<file path="config.mk">
export PLATFORM = sky130hd
export DESIGN_NAME = uart_tx_sched
export DESIGN_NICKNAME = d
export VERILOG_FILES = /design/src/rtl/uart_sched_pkg.sv /design/src/rtl/rr_pick.sv /design/src/rtl/uart_tx_sched.sv
export SDC_FILE = /design/constraint.sdc
export NUM_CORES = 1
export LEC_CHECK = 0
export CAP_MARGIN = 30
export CORE_MARGIN = 3
export CORE_UTILIZATION = 40
export DETAILED_ROUTE_END_ITERATION = 10
export GPL_ROUTABILITY_DRIVEN = 0
export PLACE_DENSITY = 0.69
export SLEW_MARGIN = 25
export SYNTH_ARGS = -nofsm -noshare
export SYNTH_HDL_FRONTEND = slang
export SYNTH_HIERARCHICAL = 1
export SYNTH_SLANG_ARGS = --single-unit
</file>
<file path="constraint.sdc">
create_clock -name sysclk -period 4.5 [get_ports sysclk]
set_input_delay 0.9 -clock sysclk [delete_from_list [all_inputs] [get_ports sysclk]]
set_output_delay 0.9 -clock sysclk [all_outputs]
set_load 0.02 [all_outputs]
</file>
<file path="src/rtl/uart_sched_pkg.sv">
// Shared definitions for the UART transmit scheduler.
//   sched_state_e        : scheduler FSM states
//   TX_BIT_CYCLES        : SYSCLK cycles per UART bit in the TX controller
//   FRAME_BITS           : bit times per transmitted frame (incl. finish)
//   DEFAULT_BUSY_TIMEOUT : default START-to-BUSY limit in cycles
//   GRANT_ID_W           : width of requester indices and the RR pointer
package uart_sched_pkg;

    typedef enum logic [1:0] {
        ST_IDLE      = 2'd0,
        ST_LAUNCH    = 2'd1,
        ST_WAIT_BUSY = 2'd2,
        ST_WAIT_DONE = 2'd3
    } sched_state_e;

    localparam int TX_BIT_CYCLES        = 869;
    localparam int FRAME_BITS           = 12;
    localparam int DEFAULT_BUSY_TIMEOUT = 16;
    localparam int GRANT_ID_W           = 3;

endpackage

</file>
<file path="src/rtl/rr_pick.sv">
// Combinational requester picker, round-robin or fixed priority.
//   eligible  : per-requester request vector
//   ptr       : round-robin start index (ignored in fixed mode)
//   prio_mode : 0 = round-robin from ptr, 1 = lowest index wins
//   grant_oh  : one-hot winner (all zero when nothing is eligible)
//   grant_idx : binary winner index
//   grant_any : at least one requester is eligible
module rr_pick
    import uart_sched_pkg::*;
#(
    parameter int N = 4
) (
    input  logic [N-1:0]          eligible,
    input  logic [GRANT_ID_W-1:0] ptr,
    input  logic                  prio_mode,
    output logic [N-1:0]          grant_oh,
    output logic [GRANT_ID_W-1:0] grant_idx,
    output logic                  grant_any
);

    logic [GRANT_ID_W-1:0] cand;

    // Walk the candidates in search order; the first eligible one wins.
    // Fixed mode simply starts the walk at index 0 instead of ptr.
    always_comb begin
        grant_oh  = '0;
        grant_idx = '0;
        grant_any = 1'b0;
        cand      = '0;
        for (int k = 0; k < N; k++) begin
            if (prio_mode) begin
                cand = GRANT_ID_W'(k);
            end else begin
                cand = GRANT_ID_W'((int'(ptr) + k) % N);
            end
            if (!grant_any && eligible[cand]) begin
                grant_any = 1'b1;
                grant_idx = cand;
                grant_oh  = N'(1) << cand;
            end
        end
    end

endmodule

</file>
<file path="src/rtl/uart_tx_sched.sv">
// Multi-requester scheduler in front of the shared UART TX controller.
// Arbitrates between NUM_REQ byte sources, launches one frame at a time
// and follows the controller's busy flag until the frame completes.
//   sysclk, rst   : clock and asynchronous active-high reset
//   req_valid     : per-requester byte valid
//   req_data      : per-requester byte, requester i at [8i+7:8i]
//   req_ready     : one-hot accept strobe (combinational, idle only)
//   req_mask      : per-requester enable
//   prio_mode     : 0 = round-robin, 1 = fixed priority (index 0 first)
//   tx_start      : one-cycle start pulse to the TX controller
//   tx_data       : byte to the TX controller, held until the next grant
//   tx_busy       : busy flag from the TX controller
//   grant_id      : index of the last granted requester
//   sched_busy    : high whenever the scheduler is not idle
//   err_timeout   : sticky, busy never rose after a start
module uart_tx_sched
    import uart_sched_pkg::*;
#(
    parameter int NUM_REQ      = 4,
    parameter int BUSY_TIMEOUT = DEFAULT_BUSY_TIMEOUT
) (
    input  logic                  sysclk,
    input  logic                  rst,
    input  logic [NUM_REQ-1:0]    req_valid,
    input  logic [8*NUM_REQ-1:0]  req_data,
    output logic [NUM_REQ-1:0]    req_ready,
    input  logic [NUM_REQ-1:0]    req_mask,
    input  logic                  prio_mode,
    output logic                  tx_start,
    output logic [7:0]            tx_data,
    input  logic                  tx_busy,
    output logic [GRANT_ID_W-1:0] grant_id,
    output logic                  sched_busy,
    output logic                  err_timeout
);

    localparam int CNT_W = $clog2(BUSY_TIMEOUT + 1);

    sched_state_e          state_q, state_d;
    logic [GRANT_ID_W-1:0] ptr_q, ptr_d;
    logic [CNT_W-1:0]      cnt_q, cnt_d;
    logic [7:0]            tx_data_q, tx_data_d;
    logic [GRANT_ID_W-1:0] grant_id_q, grant_id_d;
    logic                  tx_start_q, tx_start_d;
    logic                  sched_busy_q, sched_busy_d;
    logic                  err_q, err_d;

    logic [NUM_REQ-1:0]    eligible;
    logic [NUM_REQ-1:0]    pick_oh;
    logic [GRANT_ID_W-1:0] pick_idx;
    logic                  pick_any;
    logic                  grant;
    logic                  timeout_hit;

    assign eligible = req_valid & req_mask;

    rr_pick #(.N(NUM_REQ)) u_pick (
        .eligible  (eligible),
        .ptr       (ptr_q),
        .prio_mode (prio_mode),
        .grant_oh  (pick_oh),
        .grant_idx (pick_idx),
        .grant_any (pick_any)
    );

    // The busy gate also covers a controller still finishing a frame
    // after our own reset.
    assign grant = (state_q == ST_IDLE) && !tx_busy && pick_any;

    // State and datapath registers.
    always_ff @(posedge sysclk or posedge rst) begin
        if (rst) begin
            state_q      <= ST_IDLE;
            ptr_q        <= '0;
            cnt_q        <= '0;
            tx_data_q    <= 8'h00;
            grant_id_q   <= '0;
            tx_start_q   <= 1'b0;
            sched_busy_q <= 1'b0;
            err_q        <= 1'b0;
        end else begin
            state_q      <= state_d;
            ptr_q        <= ptr_d;
            cnt_q        <= cnt_d;
            tx_data_q    <= tx_data_d;
            grant_id_q   <= grant_id_d;
            tx_start_q   <= tx_start_d;
            sched_busy_q <= sched_busy_d;
            err_q        <= err_d;
        end
    end

    // Next-state logic. Busy rising wins over the timeout in the same cycle.
    always_comb begin
        state_d     = state_q;
        timeout_hit = 1'b0;
        case (state_q)
            ST_IDLE: begin
                if (grant) state_d = ST_LAUNCH;
            end
            ST_LAUNCH: begin
                state_d = ST_WAIT_BUSY;
            end
            ST_WAIT_BUSY: begin
                if (tx_busy) begin
                    state_d = ST_WAIT_DONE;
                end else if (int'(cnt_q) + 1 >= BUSY_TIMEOUT) begin
                    timeout_hit = 1'b1;
                    state_d     = ST_IDLE;
                end
            end
            ST_WAIT_DONE: begin
                if (!tx_busy) state_d = ST_IDLE;
            end
            default: state_d = ST_IDLE;
        endcase
    end

    // Output and datapath next values. The counter holds the number of
    // cycles since the launch cycle while waiting for busy.
    always_comb begin
        req_ready    = grant ? pick_oh : '0;
        tx_start_d   = grant;
        tx_data_d    = tx_data_q;
        grant_id_d   = grant_id_q;
        ptr_d        = ptr_q;
        cnt_d        = '0;
        err_d        = err_q | timeout_hit;
        sched_busy_d = (state_d != ST_IDLE);
        if (grant) begin
            for (int i = 0; i < NUM_REQ; i++) begin
                if (pick_oh[i]) tx_data_d = req_data[8*i +: 8];
            end
            grant_id_d = pick_idx;
            ptr_d      = (int'(pick_idx) == NUM_REQ - 1) ? '0 : pick_idx + GRANT_ID_W'(1);
        end
        if (state_q == ST_LAUNCH) begin
            cnt_d = CNT_W'(1);
        end else if (state_q == ST_WAIT_BUSY && !tx_busy && !timeout_hit) begin
            cnt_d = cnt_q + CNT_W'(1);
        end
    end

    assign tx_start    = tx_start_q;
    assign tx_data     = tx_data_q;
    assign grant_id    = grant_id_q;
    assign sched_busy  = sched_busy_q;
    assign err_timeout = err_q;

endmodule

</file>
==> reports/results.ini, run 1 <==
[job]
drv_cap=0

[detailed_routing]
routedWlPerCell_um=13.75
drc_errors=0
wl_met1_um=1886
wl_met3_um=334
vias_per_cell=5.294
drtIter0Drc=85
vias=1673
maxUsedRoutingLayer=met4
drt_pre_antenna_iters=4
wl_met2_um=2069
routed_wl_um=4344
drtAntennaViolNets=0

[worst_setup_path]
path_max_fanout=3
cp-end-kind=primary output
worstPathArrival_ns=3.41
critPathSlowestCell=or4_4
path_cells=clkdlybuf4s50_1, and2_1, and2_1, or4_4, o21a_4, or3_4, a221oi_2, and2_1, dlygate4sd2_1
worstSetupPathType=input port to primary output
slowest_delay_ns=0.50
worstPathRequired_ns=3.60
cp_common_cell=and2_1
start_kind=input port

[clocking]
cts_tree=built
post_cts_buffers=0
cts_root_buf=clkbuf_8
clk_path_buf_depth=2
ctsResizeCount=4
clkSinkCount=23
path_clk_slew_ns=0.08
numCtsBuffers=3
clk_latency_ns=0.26
hold_buffers=0
htree_levels=1

[synthesis]
syn-num-nets=237
yosys_warnings=6
synth_area_mm2=0.001740
avgSynthCellArea_um2=9.112
synthCells=191

[layout]
seqCellArea_um2=575.6
area_growth_pct=47.23
final_cell_mix=clkdlybuf4s50_1, nand2_1, dfrtp_1, buf_4
n_fill_cell=377
antenna_cells=0
layout_commonest_cell=clkdlybuf4s50_1
drive_above_1_share_pct=18.05
nNetsFinal=313
fin_area_mm2=0.002562
multiInputGateArea_mm2=0.001050

[power]
vdd_ir_drop_max_mv=0.2866
p_leak_nw=1.081
p_per_area_mw_per_mm2=490.8

[die]
io_pins=62
die_width_um=71.96
dieArea_mm2=0.005178
die_y_um=71.96
core_area_mm2=0.004086
start_util_pct=42.59
rows=23

[timing]
timing.setup.tns_ns=0
slew_headroom_pct=59.98
hold_viol=0
timing.final.crit_share_pct=95.71
setup_viol=0
timing.final.ws_setup_ns=0.1930
worstMarginPinSlew_ns=0.5925
slew_viol_final=0
period_needed_ns=4.307
worst_clock_skew_ns=0.001089
rsz0062_at_grt=no
fmax_mhz=232.2

[placement]
dp_hpwl_um=3400
place_area_mm2=0.002506
dp_slack_ns=-0.08306
port_buffers=61

[hold_path]
hold_class=flop to flop

[global_routing]
grt_pass1_vias=1556
grt_antenna_before_repair=0
grt_remaining_overflow=0
grt.total_usage_pct=17.46
grt_pass1_wl_um=7182
grt_max_degree=24

[status]
status=complete, no violations

final cells by class:
type                            instances  share of cell area, %
Clock inverter                          1                 0.1953
Multi-Input combinational cell        148                  40.97
Clock buffer                            3                  1.611
Tap cell                               50                  2.441
Inverter                                6                  1.367
Timing Repair Buffer                   85                  30.96
Sequential cell                        23                  22.46
worst max-delay path, delay by kind of cell:
kind                   cells  cell delay [ns]
AOI/OAI and AO/OA          2             0.42
and+or+nand+nor            5             1.36
buffers and inverters      2             0.73
final timing paths:
check                                             start  slack (ns)                       to  depth (start not counted)
worst min register to register  grant_id[1]$_DFFE_PP0P_        0.48  grant_id[1]$_DFFE_PP0P_                          2
max in group asynchronous                           rst        3.24  grant_id[2]$_DFFE_PP0P_                          3
worst min-delay path            grant_id[1]$_DFFE_PP0P_        0.48  grant_id[1]$_DFFE_PP0P_                          2
min in group asynchronous                           rst        0.86   tx_data[2]$_DFFE_PP0P_                          2
worst max register to register     ptr_q[0]$_DFFE_PP0P_        1.17   tx_data[2]$_DFFE_PP0P_                         10
worst max-delay path                       req_valid[0]        0.19             req_ready[3]                          9
state kept, by name, summed over array words and instances, names as in the netlist:
register and count:
cnt_q 5, err_timeout 1, grant_id 3, ptr_q 2, sched_busy 1, state_q 2
tx_data 8, tx_start 1
metal layers:
| layer | up-vias | global-route usage [%] |
|---|---|---|
| met3 | 7 | 5.540 |
| met2 | 57 | 28.06 |
| met1 | 766 | 22.71 |
| met5 | - | 0 |
| met4 | 0 | 4.802 |
| li1 | 843 | - |
report_power, final:
| group | switching [mW] | internal (mW) | leakage [nW] |
|---|---|---|---|
| clock | 0.0689 | 0.0619 | 0.0255 |
| combinational | 0.357 | 0.405 | 0.771 |
| sequential | 0.0814 | 0.283 | 0.284 |
stage by stage:
| stage | cells | hold WS (ns) | total power [mW] | utilization [%] |
|---|---|---|---|---|
| floorplan | 191 | 0.4795 | 0.8482 | - |
| global route | 316 | 0.5209 | 1.352 | 62.71 |
| global placement | 311 | 0.4605 | 1.124 | 61.33 |
| CTS | 315 | 0.4853 | 1.267 | 62.34 |
| finish | 316 | 0.4757 | 1.258 | 62.71 |
| detailed placement | 311 | 0.4637 | 1.132 | 61.33 |
Power figures use the tool's default switching activity.
==> inputs of run 2 (changes only) <==
--- a/config.mk
+++ b/config.mk
@@ -10,7 +10,8 @@
 export CORE_UTILIZATION = 40
 export DETAILED_ROUTE_END_ITERATION = 10
 export GPL_ROUTABILITY_DRIVEN = 0
-export PLACE_DENSITY = 0.69
+export MAX_ROUTING_LAYER = met4
+export PLACE_DENSITY = 0.79
 export SLEW_MARGIN = 25
 export SYNTH_ARGS = -nofsm -noshare
 export SYNTH_HDL_FRONTEND = slang
==> run 2 against run 1 <==
Against the previous run:
- clock power shrank 5%
- clock skew about the same
- critical path depth stayed put
- flip-flop and latch count stayed put
- critical path type unchanged
- routed wire length rose by 1.6%
- total power down 0.57%
- global-route usage increased by 0.87 points
- design area fell by 1.2%
- largest cell class unchanged
- die area unchanged
- core utilization decreased by 0.73 points
- fmax grew 0.17%
- non-clock buffer count is 4 lower
==> reports/results.ini, run 2 (synthesized netlist as in run 1, its figures left out) <==
[status]
status=complete, no violations

[clocking]
clk_path_buf_depth=2  ; unchanged
path_clk_slew_ns=0.08  ; about the same
ctsResizeCount=4  ; unchanged
hold_buffers=0  ; unchanged
clk_latency_ns=0.26  ; about the same
clkSinkCount=23  ; unchanged
post_cts_buffers=0  ; unchanged
htree_levels=1  ; unchanged
cts_root_buf=clkbuf_8
cts_tree=built
numCtsBuffers=3  ; unchanged

[worst_setup_path]
cp-end-kind=primary output
worst_path_dominant_cell_family=simple AND/OR/NAND/NOR gates
ff2ff_path_depth=10  ; unchanged
worstPathArrival_ns=3.40  ; about the same
critPathBufInv=2  ; unchanged
critPathSlowestCell=or4_4
path_cells=clkdlybuf4s50_1, and2_1, and2_1, or4_4, o21a_4, or3_4, a221oi_2, and2_1, dlygate4sd2_1
path_max_fanout=3  ; unchanged
worstSetupPathType=input port to primary output
slowest_delay_ns=0.50  ; about the same
worstPathRequired_ns=3.60  ; about the same
start_kind=input port
cp_common_cell=and2_1
worst-path-stages=9  ; unchanged

[layout]
stdcell_count=312  ; -1.3%
final_cell_mix=clkdlybuf4s50_1, nand2_1, dfrtp_1
area_growth_pct=45.51
drive_above_1_share_pct=16.79  ; -1.3 points
nNetsFinal=309  ; -1.3%
n_fill_cell=366  ; -2.9%
layout_commonest_cell=clkdlybuf4s50_1
largest_reg_flops=8  ; unchanged
antenna_cells=0  ; unchanged

[global_routing]
grt_remaining_overflow=0  ; unchanged
grt_pass1_vias=1664  ; +6.9%
grt_pass1_wl_um=7307  ; +1.7%
grt.total_usage_pct=18.33  ; +0.87 points
grt_max_degree=24  ; unchanged
grt_antenna_before_repair=0  ; unchanged

[timing]
slew_headroom_pct=58.59  ; -1.4 points
rsz0062_at_grt=no
timing.final.crit_share_pct=95.55  ; -0.16 points
slew_viol_final=0  ; unchanged
worstMarginPinSlew_ns=0.6131  ; +0.02061 ns
setup_viol=0  ; unchanged
period_needed_ns=4.300  ; -0.007170 ns
hold_viol=0  ; unchanged
worst_clock_skew_ns=0.0007420  ; -0.0003467 ns
fmax_mhz=232.6  ; +0.17%

[power]
p_leak_nw=1.060  ; -1.9%
clkPwrFrac_pct=9.9  ; -0.5 points
seqPwrFrac_pct=29.2  ; +0.2 points
p_per_area_mw_per_mm2=493.8  ; +0.61%
total_power_mw=1.250  ; -0.57%
p_int_mw=0.7443  ; -0.79%
switching_share_pct=40.48  ; +0.13 points
combPwrFrac_pct=60.9  ; +0.3 points
p_switching_mw=0.5062  ; -0.24%
vdd_ir_drop_max_mv=0.2581  ; -9.9%

[detailed_routing]
drt_pre_antenna_iters=4  ; unchanged
routedWlPerCell_um=14.14  ; +2.9%
vias_per_cell=5.378  ; +1.6%
drc_errors=0  ; unchanged
drtIter0Drc=86  ; +1.2%
routed_wl_um=4412  ; +1.6%
vias=1678  ; +0.30%
drtAntennaViolNets=0  ; unchanged

[job]
drv_cap=0  ; unchanged

[die]
start_util_pct=42.59  ; unchanged
core_area_mm2=0.004086  ; unchanged
die_y_um=71.96  ; unchanged
rows=23  ; unchanged
die_width_um=71.96  ; unchanged
dieArea_mm2=0.005178  ; unchanged
io_pins=62  ; unchanged

[placement]
port_buffers=61  ; unchanged
place_inst=307  ; -1.3%
dp_hpwl_um=3488  ; +2.6%

[hold_path]
hold_depth=2  ; unchanged
hold_class=flop to flop

[run 2: cell type report]
class	count	area (µm²)	share of cell area [%]
clock inverter	1	5.005	0.1976
timing repair buffer	81	763.2	30.14
multi-input combinational	148	1050	41.45
sequential	23	575.6	22.73
clock buffer	3	41.29	1.630
inverter	6	35.03	1.383
tap	50	62.56	2.470
[run 2: power by group through the flow]
stage / Clock (mW) / Sequential (mW) / Combinational (mW)
2_1_floorplan: 0 / 0.402 / 0.446
3_3_place_gp: 0 / 0.365 / 0.747
3_5_place_dp: 0 / 0.367 / 0.763
4_1_cts: 0.129 / 0.365 / 0.762
5_1_grt: 0.138 / 0.381 / 0.827
6_report: 0.124 / 0.366 / 0.761
[run 2: worst paths after layout]
check / from / slack, ns / to
setup / recovery: req_valid[0] / 0.20 / req_ready[3]
hold / removal: grant_id[2]$_DFFE_PP0P_ / 0.48 / grant_id[2]$_DFFE_PP0P_
setup reg to reg: ptr_q[0]$_DFFE_PP0P_ / 1.12 / tx_data[1]$_DFFE_PP0P_
hold reg to reg: grant_id[2]$_DFFE_PP0P_ / 0.48 / grant_id[2]$_DFFE_PP0P_
max in group asynchronous: rst / 3.24 / ptr_q[0]$_DFFE_PP0P_
min in group asynchronous: rst / 0.86 / tx_data[4]$_DFFE_PP0P_
[run 2: stage by stage]
stage / setup TNS [ns] / utilization [%] / cell area [µm²] / worst slack, ns / hold WS [ns]
final: 0 / 61.97 / 2532 / 0.2001 / 0.4758
after global routing: 0 / 61.97 / 2532 / 0.08775 / 0.5143
after CTS: 0 / 61.60 / 2517 / 0.1836 / 0.4855
after detailed placement: -0.1365 / 60.59 / 2476 / -0.07353 / 0.4655
after global placement: -0.08299 / 60.59 / 2476 / -0.06797 / 0.4606
after floorplan: 0 / - / 1740 / 0.3036 / 0.4795
[run 2: worst register-to-register path, cell delays in order (launching register included)]
cell and delay [ns]:
dfrtp_1 0.59, and2_1 0.29, or4_4 0.50, o21a_4 0.14
or3_4 0.39, a221oi_2 0.29, buf_4 0.26, or2_0 0.18
o31a_1 0.13, buf_4 0.20, mux2_4 0.32
[run 2: routing by layer]
| metal | GRT usage, % | routed length (µm) |
|---|---|---|
| met1 | 21.47 | 1914 |
| met2 | 31.22 | 2193 |
| met3 | 5.125 | 272 |
| met4 | 4.384 | 33 |
| met5 | - | 0 |
